$ cat src/rtl/spi_txn_arbiter.sv
// Round-robin arbiter and frame sequencer between the front-end requesters and the SPI master engine.
// Optional build macro SPI_ARB_STATS_EN adds the stat_frames / stat_errs counters.
module spi_txn_arbiter #(
  parameter int NUM_REQ        = 4,
  parameter int NUM_SLAVES     = 8,
  parameter int GAP_CYCLES     = 16,
  parameter int TIMEOUT_CYCLES = 65535
) (
  input  logic                  clk,
  input  logic                  rst_n,
  input  logic [NUM_REQ-1:0]    req_valid,
  output logic [NUM_REQ-1:0]    req_ready,
  input  logic [16*NUM_REQ-1:0] req_cmd,
  input  logic [16*NUM_REQ-1:0] req_wdata,
  output logic                  rsp_valid,
  output logic [2:0]            rsp_req,
  output logic [15:0]           rsp_rdata,
  output logic                  rsp_err,
  output logic                  eng_start,
  output logic [31:0]           eng_frame,
  output logic [2:0]            eng_cs_idx,
  input  logic                  eng_busy,
  input  logic                  eng_done,
  input  logic [15:0]           eng_rdata
`ifdef SPI_ARB_STATS_EN
  ,
  output logic [15:0]           stat_frames,
  output logic [7:0]            stat_errs
`endif
);

  // state | meaning
  // IDLE  | waiting for a request while the engine is free
  // CHECK | request latched, req_ready pulsed, legality and slave index decided
  // START | frame built, eng_start fires on the way to WAIT
  // WAIT  | frame in flight, timeout down-counter running
  // GAP   | enforced idle time after each frame
  // RESP  | one-cycle response strobe
  typedef enum logic [2:0] {
    S_IDLE  = 3'd0,
    S_CHECK = 3'd1,
    S_START = 3'd2,
    S_WAIT  = 3'd3,
    S_GAP   = 3'd4,
    S_RESP  = 3'd5
  } state_t;

  localparam int IDX_W   = $clog2(NUM_REQ);
  localparam int CNT_MAX = (TIMEOUT_CYCLES > GAP_CYCLES) ? TIMEOUT_CYCLES : GAP_CYCLES;
  localparam int CNT_W   = $clog2(CNT_MAX + 1);

  localparam logic [CNT_W-1:0] TO_LOAD  = CNT_W'(TIMEOUT_CYCLES);
  localparam logic [CNT_W-1:0] GAP_LOAD = CNT_W'(GAP_CYCLES - 1);
  localparam logic [2:0]       LAST_SLV = 3'(NUM_SLAVES - 1);
  localparam logic [IDX_W-1:0] LAST_REQ = IDX_W'(NUM_REQ - 1);

  state_t           state_q, state_d;
  logic [IDX_W-1:0] ptr_q, ptr_d;
  logic [IDX_W-1:0] gnt_q, gnt_d;
  logic [15:0]      cmd_q, cmd_d;
  logic [15:0]      wdata_q, wdata_d;
  logic [2:0]       slv_q, slv_d;
  logic             err_q, err_d;
  logic [15:0]      rdata_q, rdata_d;
  logic [CNT_W-1:0] cnt_q, cnt_d;
  logic             start_q, start_d;
  logic [31:0]      frame_q, frame_d;
  logic [2:0]       cs_q, cs_d;

  logic             gnt_found;
  logic [IDX_W-1:0] gnt_idx;
  logic [15:0]      gnt_cmd;
  logic [15:0]      gnt_wdata;
  int               srch_idx;

  // First valid requester at or above the pointer, wrapping once.
  always_comb begin
    gnt_found = 1'b0;
    gnt_idx   = '0;
    gnt_cmd   = '0;
    gnt_wdata = '0;
    srch_idx  = 0;
    for (int k = 0; k < NUM_REQ; k++) begin
      srch_idx = int'(ptr_q) + k;
      if (srch_idx >= NUM_REQ) srch_idx = srch_idx - NUM_REQ;
      if (!gnt_found && req_valid[srch_idx]) begin
        gnt_found = 1'b1;
        gnt_idx   = IDX_W'(srch_idx);
        gnt_cmd   = req_cmd[16*srch_idx +: 16];
        gnt_wdata = req_wdata[16*srch_idx +: 16];
      end
    end
  end

  always_ff @(posedge clk or negedge rst_n) begin
    if (!rst_n) begin
      state_q <= S_IDLE;
      ptr_q   <= '0;
      gnt_q   <= '0;
      cmd_q   <= '0;
      wdata_q <= '0;
      slv_q   <= '0;
      err_q   <= 1'b0;
      rdata_q <= '0;
      cnt_q   <= '0;
      start_q <= 1'b0;
      frame_q <= '0;
      cs_q    <= '0;
    end else begin
      state_q <= state_d;
      ptr_q   <= ptr_d;
      gnt_q   <= gnt_d;
      cmd_q   <= cmd_d;
      wdata_q <= wdata_d;
      slv_q   <= slv_d;
      err_q   <= err_d;
      rdata_q <= rdata_d;
      cnt_q   <= cnt_d;
      start_q <= start_d;
      frame_q <= frame_d;
      cs_q    <= cs_d;
    end
  end

  always_comb begin
    state_d = state_q;
    ptr_d   = ptr_q;
    gnt_d   = gnt_q;
    cmd_d   = cmd_q;
    wdata_d = wdata_q;
    slv_d   = slv_q;
    err_d   = err_q;
    rdata_d = rdata_q;
    cnt_d   = cnt_q;
    start_d = 1'b0;
    frame_d = frame_q;
    cs_d    = cs_q;
    case (state_q)
      S_IDLE: begin
        if (gnt_found && !eng_busy) begin
          gnt_d   = gnt_idx;
          cmd_d   = gnt_cmd;
          wdata_d = gnt_wdata;
          ptr_d   = (gnt_idx == LAST_REQ) ? '0 : gnt_idx + 1'b1;
          err_d   = 1'b0;
          rdata_d = '0;
          state_d = S_CHECK;
        end
      end
      S_CHECK: begin
        if (cmd_q[15] && cmd_q[1]) begin
          err_d   = 1'b1;
          state_d = S_RESP;
        end else begin
          slv_d   = cmd_q[15] ? 3'd0 : cmd_q[14:12];
          state_d = S_START;
        end
      end
      S_START: begin
        // The id field is rewritten so each broadcast frame names its own slave.
        start_d = 1'b1;
        cs_d    = slv_q;
        frame_d = {cmd_q[15], slv_q, cmd_q[11:0], cmd_q[1] ? 16'h0000 : wdata_q};
        cnt_d   = TO_LOAD;
        state_d = S_WAIT;
      end
      S_WAIT: begin
        if (eng_done) begin
          if (cmd_q[1]) rdata_d = eng_rdata;
          cnt_d   = GAP_LOAD;
          state_d = S_GAP;
        end else if (cnt_q == '0) begin
          err_d   = 1'b1;
          cnt_d   = GAP_LOAD;
          state_d = S_GAP;
        end else begin
          cnt_d = cnt_q - 1'b1;
        end
      end
      S_GAP: begin
        if (cnt_q != '0) begin
          cnt_d = cnt_q - 1'b1;
        end else if (cmd_q[15] && !err_q && (slv_q != LAST_SLV)) begin
          slv_d   = slv_q + 3'd1;
          state_d = S_START;
        end else begin
          state_d = S_RESP;
        end
      end
      S_RESP: begin
        state_d = S_IDLE;
      end
      default: begin
        state_d = S_IDLE;
      end
    endcase
  end

  assign req_ready  = (state_q == S_CHECK) ? (NUM_REQ'(1) << gnt_q) : '0;
  assign rsp_valid  = (state_q == S_RESP);
  assign rsp_req    = (state_q == S_RESP) ? 3'(gnt_q) : 3'd0;
  assign rsp_rdata  = (state_q == S_RESP) ? rdata_q : 16'h0000;
  assign rsp_err    = (state_q == S_RESP) && err_q;
  assign eng_start  = start_q;
  assign eng_frame  = frame_q;
  assign eng_cs_idx = cs_q;

`ifdef SPI_ARB_STATS_EN
  logic [15:0] stat_frames_q;
  logic [7:0]  stat_errs_q;

  always_ff @(posedge clk or negedge rst_n) begin
    if (!rst_n) begin
      stat_frames_q <= '0;
      stat_errs_q   <= '0;
    end else begin
      if (eng_done && (stat_frames_q != 16'hFFFF)) stat_frames_q <= stat_frames_q + 16'd1;
      if (rsp_err && (stat_errs_q != 8'hFF))       stat_errs_q   <= stat_errs_q + 8'd1;
    end
  end

  assign stat_frames = stat_frames_q;
  assign stat_errs   = stat_errs_q;
`endif

endmodule

$ cat config.mk
export PLATFORM = sky130hd
export DESIGN_NAME = spi_txn_arbiter
export DESIGN_NICKNAME = d
export VERILOG_FILES = /design/src/rtl/spi_txn_arbiter.sv
export SDC_FILE = /design/constraint.sdc
export NUM_CORES = 1
export LEC_CHECK = 0
export CAP_MARGIN = 20
export CORE_ASPECT_RATIO = 1.75
export CORE_MARGIN = 2
export CORE_UTILIZATION = 52
export CTS_BUF_LIST = sky130_fd_sc_hd__clkbuf_16
export DETAILED_ROUTE_END_ITERATION = 16
export GPL_TIMING_DRIVEN = 0
export MAX_ROUTING_LAYER = met4
export PLACE_DENSITY = 0.82
export SLEW_MARGIN = 20
export SYNTH_ARGS = -nofsm -noshare
export SYNTH_HDL_FRONTEND = slang
export SYNTH_SLANG_ARGS = --single-unit
$ cat constraint.sdc
create_clock -name clk -period 4.3 [get_ports clk]
set_clock_uncertainty 0.05 [all_clocks]
set_input_delay 0.43 -clock clk [delete_from_list [all_inputs] [get_ports clk]]
set_output_delay 0.43 -clock clk [all_outputs]
set_load 0.01 [all_outputs]
## Yosys cells after proc, flatten, opt, wreduce, memory -nomap -nowiden

Cells that the tools add are included.

- Register bits after elaboration: 111
- Input bits: 152
- Word-level logic and storage cells: 146

- Equal/unequal tests: 18
- Muxes and demuxes: 63
- Add/sub/neg operators: 10
- Reductions and logical operators: 26
- Magnitude comparators: 8
- Shift-type cells: 9

Operator list:

| cell | count |
|---|---|
| 64-bit by 32-bit variable part select with 16-bit output | 8 |
| 16-bit two-way mux | 16 |
| 32-bit by 4-bit less-than comparator with 1-bit output (second input constant) | 4 |
| 32-bit two-way mux | 4 |
| 16-bit case mux with 3 select lines | 1 |
| 16-bit case mux with 2 select lines | 1 |
| 3-bit two-way mux | 10 |
| 2-bit != test (second input constant) | 10 |
| 1-bit two-way mux | 17 |
| 16-bit zero test | 1 |
| 16-bit nonzero test | 1 |
| 16-bit by 1-bit subtractor with 16-bit output (second input constant) | 1 |
| 3-bit case mux with 5 select lines | 1 |
| 2-bit two-way mux | 6 |
| 3-bit by 3-bit subtractor with 4-bit output (second input constant) | 3 |
| 3-bit greater-or-equal comparator (second input constant) | 3 |
| 1-bit binary-select mux with 2-bit select | 4 |
| 1-bit logical AND | 8 |
| 4-bit AND reduction | 2 |
| 2-bit by 2-bit adder with 3-bit output (second input constant) | 2 |
| 3-bit by 2-bit equality test with 1-bit output (second input constant) | 2 |
| 3-bit equality test (second input constant) | 2 |
| 3-bit != test (second input constant) | 2 |
| 3-bit case mux with 2 select lines | 1 |
| 17 further kinds | 24 |

## Longest topological paths before layout

Gate-level depths: netlist of the first run.

- Depth in word-level cells: 18
- Gate-level depth with buffers: 15
- Mapped depth without buffers: 8

## Least setup slack after synthesis of the first run

OpenSTA, ideal clock, no wires.

- Path kind: flip-flop to flip-flop
- Start point: reg with a tool-made name
- End point: reg wdata_q[4]
- Path buffers: 6
- Cell stages (with the launch flop): 15
- Library setup time: 118 ps
- Arrival time: 3,763 ps
- Setup slack: 369 ps
- Cells stage by stage: dfrtp_1 > buf_2 > buf_2 > buf_2 > inv_1 > ha_1 > clkbuf_1 > mux4_2 > or2_1 > buf_2 > or4_4 > buf_6 > a211oi_2 > a211oi_1 > a21o_1

RTL lines:

| what | RTL line | source |
|---|---|---|
| to (signal assigned) | 114 | `wdata_q <= wdata_d;` |
| to (decl) | 61 | `logic [15:0] wdata_q, wdata_d;` |

## Worst setup path after layout of the first run

- Start point: reg ptr_q[1]
- End point: reg cmd_q[6]

- Longest elaborated chain between the ends: 17
- Elaborated cells on any way between the ends: 47
- Classes of those cells: 7 x add/sub; 4 x order compare; 4 x shift; 24 x mux; 8 x reduce/logical

Ends and longest elaborated chain:

| what | RTL line | source |
|---|---|---|
| from (decl) | 58 | `logic [IDX_W-1:0] ptr_q, ptr_d;` |
| from (signal assigned) | 111 | `ptr_q <= ptr_d;` |
| branches (longest 17 deep; another with 3-bit by 3-bit subtractor with 4-bit output) | -- |  |
| to (signal assigned) | 113 | `cmd_q <= cmd_d;` |
| to (decl) | 60 | `logic [15:0] cmd_q, cmd_d;` |

Parallel ways; which one is timed is not known. The select of a mux whose other input is x is not followed.
A chain may end at the register's enable or synchronous reset.

==> run_results.csv, run 1 <==
group,metric,value,unit
outcome,status,"completed",
synthesis,yosys_warnings,0,
routing,first_pass_iters,6,
finish,diodes,0,
finish,fin_nets,1348,
power_and_ir_drop,p_leak,4.82,nW
routing,drc,0,
synthesis,synth_area_per_cell,9.67,um2
worst_setup_path,ff2ff_path_depth,10,
power_and_ir_drop,p_per_area,691,mW/mm2
timing,slew_viol_final,0,
synthesis,ys.flop_type,"dfrtp_1",
synthesis,synth_edf_count,0,
worst_setup_path,end_kind,"flip-flop",
place,hpwlAfterDp,25000,um
die,start_util,52.6,%
cts,cts_tree,"built",
die,coreArea,0.0178,mm2
finish,areaGrowthSynthToFinish,29.4,%
cts,clk_pin_slew_worst_paths,70,ps
worst_setup_path,r2r_end,"cmd_q[6]",
die,die_h,182,um
finish,final_cell_mix,"clkdlybuf4s50_1, nand2_1, dfrtp_1",
timing,fmax,236,MHz
finish,layout-drive-gt1-share,15.2,%
die,die_x,105,um
worst_setup_path,timing.rr.start,"ptr_q[1]",
place,placedCellCount,1411,
timing,rsz0062_at_grt,"no",
global_routing,antenna_found_initial,0,
synthesis,synth_cell_types,57,
synthesis,syn_inst,969,
global_routing,grt_pass1_wl,49700,um
die,io_pins,213,
worst_setup_path,r2r_setup_slack,70,ps
place,place_ws,-988,ps
job,drv_cap,0,
timing,worstMarginPinSlew,976,ps
timing,setup_ws,65.4,ps
timing,min_period,4230,ps
global_routing,grt_pass1_vias,9617,
worst_setup_path,crit_type,"flip-flop to flip-flop",
global_routing,grt_use_total,33.9,%
routing,viasPerCell,6.64,
timing,setup_viol,0,
global_routing,grt_overflow,0,
worst_setup_path,cp_max_fo,10,
cts,clk_latency,360,ps
finish,final_common_cell,"clkdlybuf4s50_1",
worst_setup_path,endpoint,"cmd_q[6]",
hold_path,hold_class,"flip-flop to flip-flop",
power_and_ir_drop,vdd_drop_max,0.000549,V
place,port_buffers,207,
timing,min_period_over_period,98.5,%
cts,ctsHtreeMaxLevel,3,
routing,drtIter0Drc,697,
routing,detail-route-antenna-nets,0,
synthesis,syn_area,0.00937,mm2
synthesis,synth_fp_nets,1130,
worst_setup_path,arrival,4480,ps
die,die-area,0.0191,mm2
global_routing,grt_max_degree,57,
worst_setup_path,worstSetupStartpoint,"ptr_q[1]",
routing,vias,9467,
cts,clk_path_buf_depth,2,
timing,finalHoldViolCount,0,
finish,final_cells,1426,
cts,numCtsBuffers,9,
routing,drt-total-wl,31700,um
cts,cts-root-buf,"clkbuf_16",
worst_setup_path,worstPathRequired,4550,ps
routing,drt-wirelength-per-cell,22.2,um
cts,cts_sinks,108,
worst_setup_path,cp-start-kind,"flip-flop",
synthesis,yosysSeqAreaShare,28.8,%
place,place.gp.congestion,0.987,
timing,max_slew_margin,35.0,%
synthesis,ys_ff_latch,108,
synthesis,async_flop_share,100,%
die,fp-row-count,65,
[repair_timing]
item	4_1_cts	5_1_grt
resized for setup	18	4
endpoints found under the hold margin	52	0
setup buffers	0	0
setup endpoints to repair	54	25
hold buffers	1	0
[routing by layer]
layer | vias to the layer above | wire, um | GRT usage, %
li1 | 4181 | - | -
met3 | 155 | 2320 | 3.70
met4 | 0 | 2020 | 22.4
met1 | 4525 | 10600 | 35.9
met2 | 606 | 16700 | 58.8
met5 | - | 0 | -
[area by class of cell]
class,count,area (um2)
Inverter,14,52.6
Timing Repair Buffer,209,2110
Sequential cell,108,2700
Clock inverter,7,51.3
Buffer,95,435
Multi-Input combinational cell,750,6250
Tap cell,234,293
Fill cell,1419,5690
Clock buffer,9,225
[power breakdown]
part / switching (W) / leakage (nW) / internal, W / total, W
clock: 0.000387 / 0.138 / 0.000396 / 0.000783
combinational: 0.00318 / 3.31 / 0.00265 / 0.00583
sequential: 0.000330 / 1.37 / 0.00143 / 0.00176
[worst max-delay path, cell delays in order (launching register included)]
cell and delay, ps:
dfrtp_1 480, clkbuf_2 310, clkbuf_2 340, inv_1 240, ha_4 390, mux4_2 630
nor4b_4 520, clkbuf_2 390, a21oi_1 70, a211oi_1 610, a21o_1 140
[synthesized netlist by cell type (2+ instances only)]
master,count,area share (%)
nand2_1,139,5.6
dfrtp_1,108,29
mux4_2,83,20
a21oi_1,74,4.0
clkbuf_1,58,2.3
mux2i_1,50,5.3
o21ai_0,45,2.4
mux2_2,36,4.3
nor2_1,34,1.4
o31ai_1,32,2.6
o2bb2ai_1,24,2.2
a221oi_1,23,2.2
and2_1,23,1.5
a22o_1,19,1.8
buf_2,18,0.96
nand3b_1,17,1.4
o22ai_1,17,1.1
nand3_1,16,0.85
inv_1,14,0.56
buf_1,13,0.52
nand2b_1,11,0.73
nor3_1,11,0.59
a211oi_1,10,0.80
a31oi_1,9,0.60
ha_1,9,1.2
a22oi_1,7,0.56
a21o_1,6,0.48
and3_1,6,0.40
a32oi_1,5,0.47
nor2b_1,5,0.33
nor3b_1,5,0.40
buf_4,4,0.32
buf_6,4,0.48
nor4_1,4,0.27
o21a_1,3,0.24
or2_2,3,0.20
nand4_1,2,0.13
o21ai_1,2,0.11
o22a_1,2,0.19
[stage by stage]
stage / setup TNS, ps / area, um2 / hold slack (ps) / total power [W] / util, %
3_3_place_gp: -163600 / 11700 / 400 / 0.00727 / 65.9
3_5_place_dp: -30560 / 11800 / 358 / 0.00740 / 66.0
5_1_grt: 0 / 12100 / 440 / 0.00886 / 68.1
4_1_cts: 0 / 12100 / 421 / 0.00826 / 68.0
6_report: 0 / 12100 / 417 / 0.00838 / 68.1
2_1_floorplan: 0 / 9370 / 84.4 / 0.00567 / -
[worst min path at each step]
stage                        from                         end  slack, ps  depth (start not counted)
floorplan                   rst_n  asynchronous set/reset pin         80                          0
global placement     eng_frame[7]                eng_frame[7]        400                          2
detailed placement          rst_n                  rdata_q[5]        360                          1
CTS                  eng_frame[1]                eng_frame[1]        420                          2
global route        eng_frame[14]               eng_frame[14]        440                          2
finish               eng_frame[1]                eng_frame[1]        420                          2
[registers in the layout, indices dropped and copies added (netlist names), named ones only]
register,count
err_q,1
state_q,3
rdata_q,16
eng_frame,32
ptr_q,1
cnt_q,16
gnt_q,2
wdata_q,16
eng_start,1
cmd_q,16
slv_q,3
[cell families after synthesis]
group	count (synthesis)	synth area share (%)
xor+xnor	2	0.187
buf+inv	111	5.17
flops	108	28.8
other cells	1	0.0400
compound gates	286	20.5
fa+ha+maj	9	1.20
mux	169	29.6
simple gates	283	14.4
Note: power is estimated with default switching activity, not from simulation.
==> inputs of run 2 (changes only) <==
--- a/config.mk
+++ b/config.mk
@@ -5,7 +5,7 @@
 export SDC_FILE = /design/constraint.sdc
 export NUM_CORES = 1
 export LEC_CHECK = 0
-export CAP_MARGIN = 20
+export CAP_MARGIN = 40
 export CORE_ASPECT_RATIO = 1.75
 export CORE_MARGIN = 2
 export CORE_UTILIZATION = 52
==> run 2 against run 1 <==
Die area stayed put; largest cell class unchanged; hold slack worse by 1.1 ps; power is 1.4% higher; worst setup slack better by 21 ps; highest routed layer unchanged; wire length is 0.32% lower; utilization is 0.32 points higher; clock power is 4.2% higher.
==> run_results.csv, run 2 (synthesis gave the netlist of run 1 again) <==
group,metric,value,unit
finish,diodes,0,
cts,cts_setup_buffers,0,
timing,setup_viol,0,
timing,min_period_over_period,98.0,%
routing,drtIter0Drc,776,
place,port_buffers,207,
routing,detail-route-antenna-nets,0,
die,die_h,182,um
global_routing,grt_pass1_vias,9800,
global_routing,antenna_found_initial,0,
global_routing,grt_overflow,0,
finish,fin_nets,1352,
timing,finalHoldViolCount,0,
cts,cts-root-buf,"clkbuf_16",
finish,areaGrowthSynthToFinish,30.0,%
cts,clk_pin_slew_worst_paths,80,ps
global_routing,grt_pass1_wl,50200,um
power_and_ir_drop,p_leak,4.85,nW
worst_setup_path,worstPathRequired,4480,ps
finish,final_cells,1430,
cts,clk_latency,360,ps
timing,rsz0062_at_grt,"no",
global_routing,grt_max_degree,57,
finish,layout-drive-gt1-share,15.6,%
finish,design_area,0.0122,mm2
die,start_util,52.6,%
place,placedCellCount,1415,
worst_setup_path,cp_max_fo,10,
die,io_pins,213,
timing,min_period,4210,ps
outcome,status,"completed",
place,place.gp.congestion,0.987,
place,hpwlAfterDp,25100,um
timing,fmax,237,MHz
cts,clk_path_buf_depth,2,
worst_setup_path,crit_buf_inv,6,
worst_setup_path,crit_type,"flip-flop to flip-flop",
worst_setup_path,cp_slowest_cell,"mux4_2",
timing,worstMarginPinSlew,860,ps
die,coreArea,0.0178,mm2
hold_path,hold_class,"flip-flop to flip-flop",
cts,cts_tree,"built",
finish,final_cell_mix,"clkdlybuf4s50_1, nand2_1, dfrtp_1",
finish,largest_register_ffs,32,
cts,ctsHtreeMaxLevel,3,
die,fp-row-count,65,
worst_setup_path,max_stage_delay,630,ps
finish,final_common_cell,"clkdlybuf4s50_1",
worst_setup_path,crit_chain,"clkbuf_2 -> clkbuf_2 -> inv_1 -> ha_4 -> mux4_2 -> clkbuf_1 -> and3_1 -> clkbuf_1 -> buf_2 -> a221oi_1 -> o31ai_1",
finish,multi_input_area,0.00625,mm2
routing,drt-total-wl,31600,um
cts,numCtsBuffers,9,
routing,vias,9587,
routing,drt-wirelength-per-cell,22.1,um
die,die-area,0.0191,mm2
routing,drc,0,
job,drv_cap,0,
worst_setup_path,end_kind,"flip-flop",
routing,viasPerCell,6.70,
power_and_ir_drop,vdd_drop_max,0.000508,V
power_and_ir_drop,p_per_area,698,mW/mm2
place,placed_area,0.0118,mm2
global_routing,grt_use_total,34.1,%
routing,first_pass_iters,5,
timing,slew_viol_final,0,
worst_setup_path,arrival,4390,ps
worst_setup_path,cp_top_family,"buffers and inverters",
timing,worst_hold_slack,415,ps
die,die_x,105,um
cts,cts_sinks,108,
timing,max_slew_margin,41.0,%
finish,seq_area,0.00270,mm2
worst_setup_path,cp-start-kind,"flip-flop",
finish,nFillCells,1389,
power_and_ir_drop,power,0.00849,W
run 2: layer usage:
metal	part of all wire [%]	vias to the layer above	track usage [%]
met5	0	-	-
met4	6.5	0	21.7
met3	7.9	190	4.41
met2	53	659	59.7
met1	33	4553	35.8
li1	-	4185	-
run 2: layout make-up:
cell class              instances  area share, %
clock inverters                 7          0.514
well taps                     234           2.40
clock buffers                   9           1.85
flip-flops and latches        108           22.2
plain buffers                  95           3.57
repair buffers                213           17.7
inverters                      14          0.432
multi-input cells             750           51.3
run 2: metrics by stage:
step	util, %	setup TNS [ps]	setup slack, ps
6_report	68.4	0	86.7
5_1_grt	68.4	0	0.246
4_1_cts	68.3	0	66.2
3_5_place_dp	66.3	-30770	-980
3_3_place_gp	65.9	-163600	-1260
2_1_floorplan	-	0	369
run 2: path summary, 6_finish.rpt:
| kind | from | to | slack, ps | depth (start not counted) |
|---|---|---|---|---|
| max | ptr_q[1] | wdata_q[13] | 90 | 11 |
| min | eng_frame[2] | eng_frame[2] | 420 | 2 |
| max reg2reg | ptr_q[1] | wdata_q[13] | 90 | 11 |
| min reg2reg | eng_frame[2] | eng_frame[2] | 420 | 2 |
| max in group asynchronous | rst_n | cnt_q[1] | 3010 | 3 |
| min in group asynchronous | rst_n | rdata_q[7] | 530 | 2 |
run 2: timing repair:
action                                 CTS  global route
setup endpoints to repair               54            21
cloned                                   0             0
hold buffers                             1             0
gates resized for setup                 18             2
endpoints found under the hold margin   52             0
run 2: worst register-to-register path, cell delays in order, from the launching register on:
cell	delay [ps]
dfrtp_1	480
clkbuf_2	330
clkbuf_2	350
inv_1	230
ha_4	390
mux4_2	630
clkbuf_1	280
and3_1	230
clkbuf_1	180
buf_2	250
a221oi_1	540
o31ai_1	140
run 2: power breakdown:
group	switching (W)	internal [W]	leakage (nW)	total, W
logic	0.00320	0.00272	3.33	0.00592
registers	0.000330	0.00143	1.37	0.00176
clock network	0.000408	0.000408	0.145	0.000816
total	0.00394	0.00456	4.85	0.00849
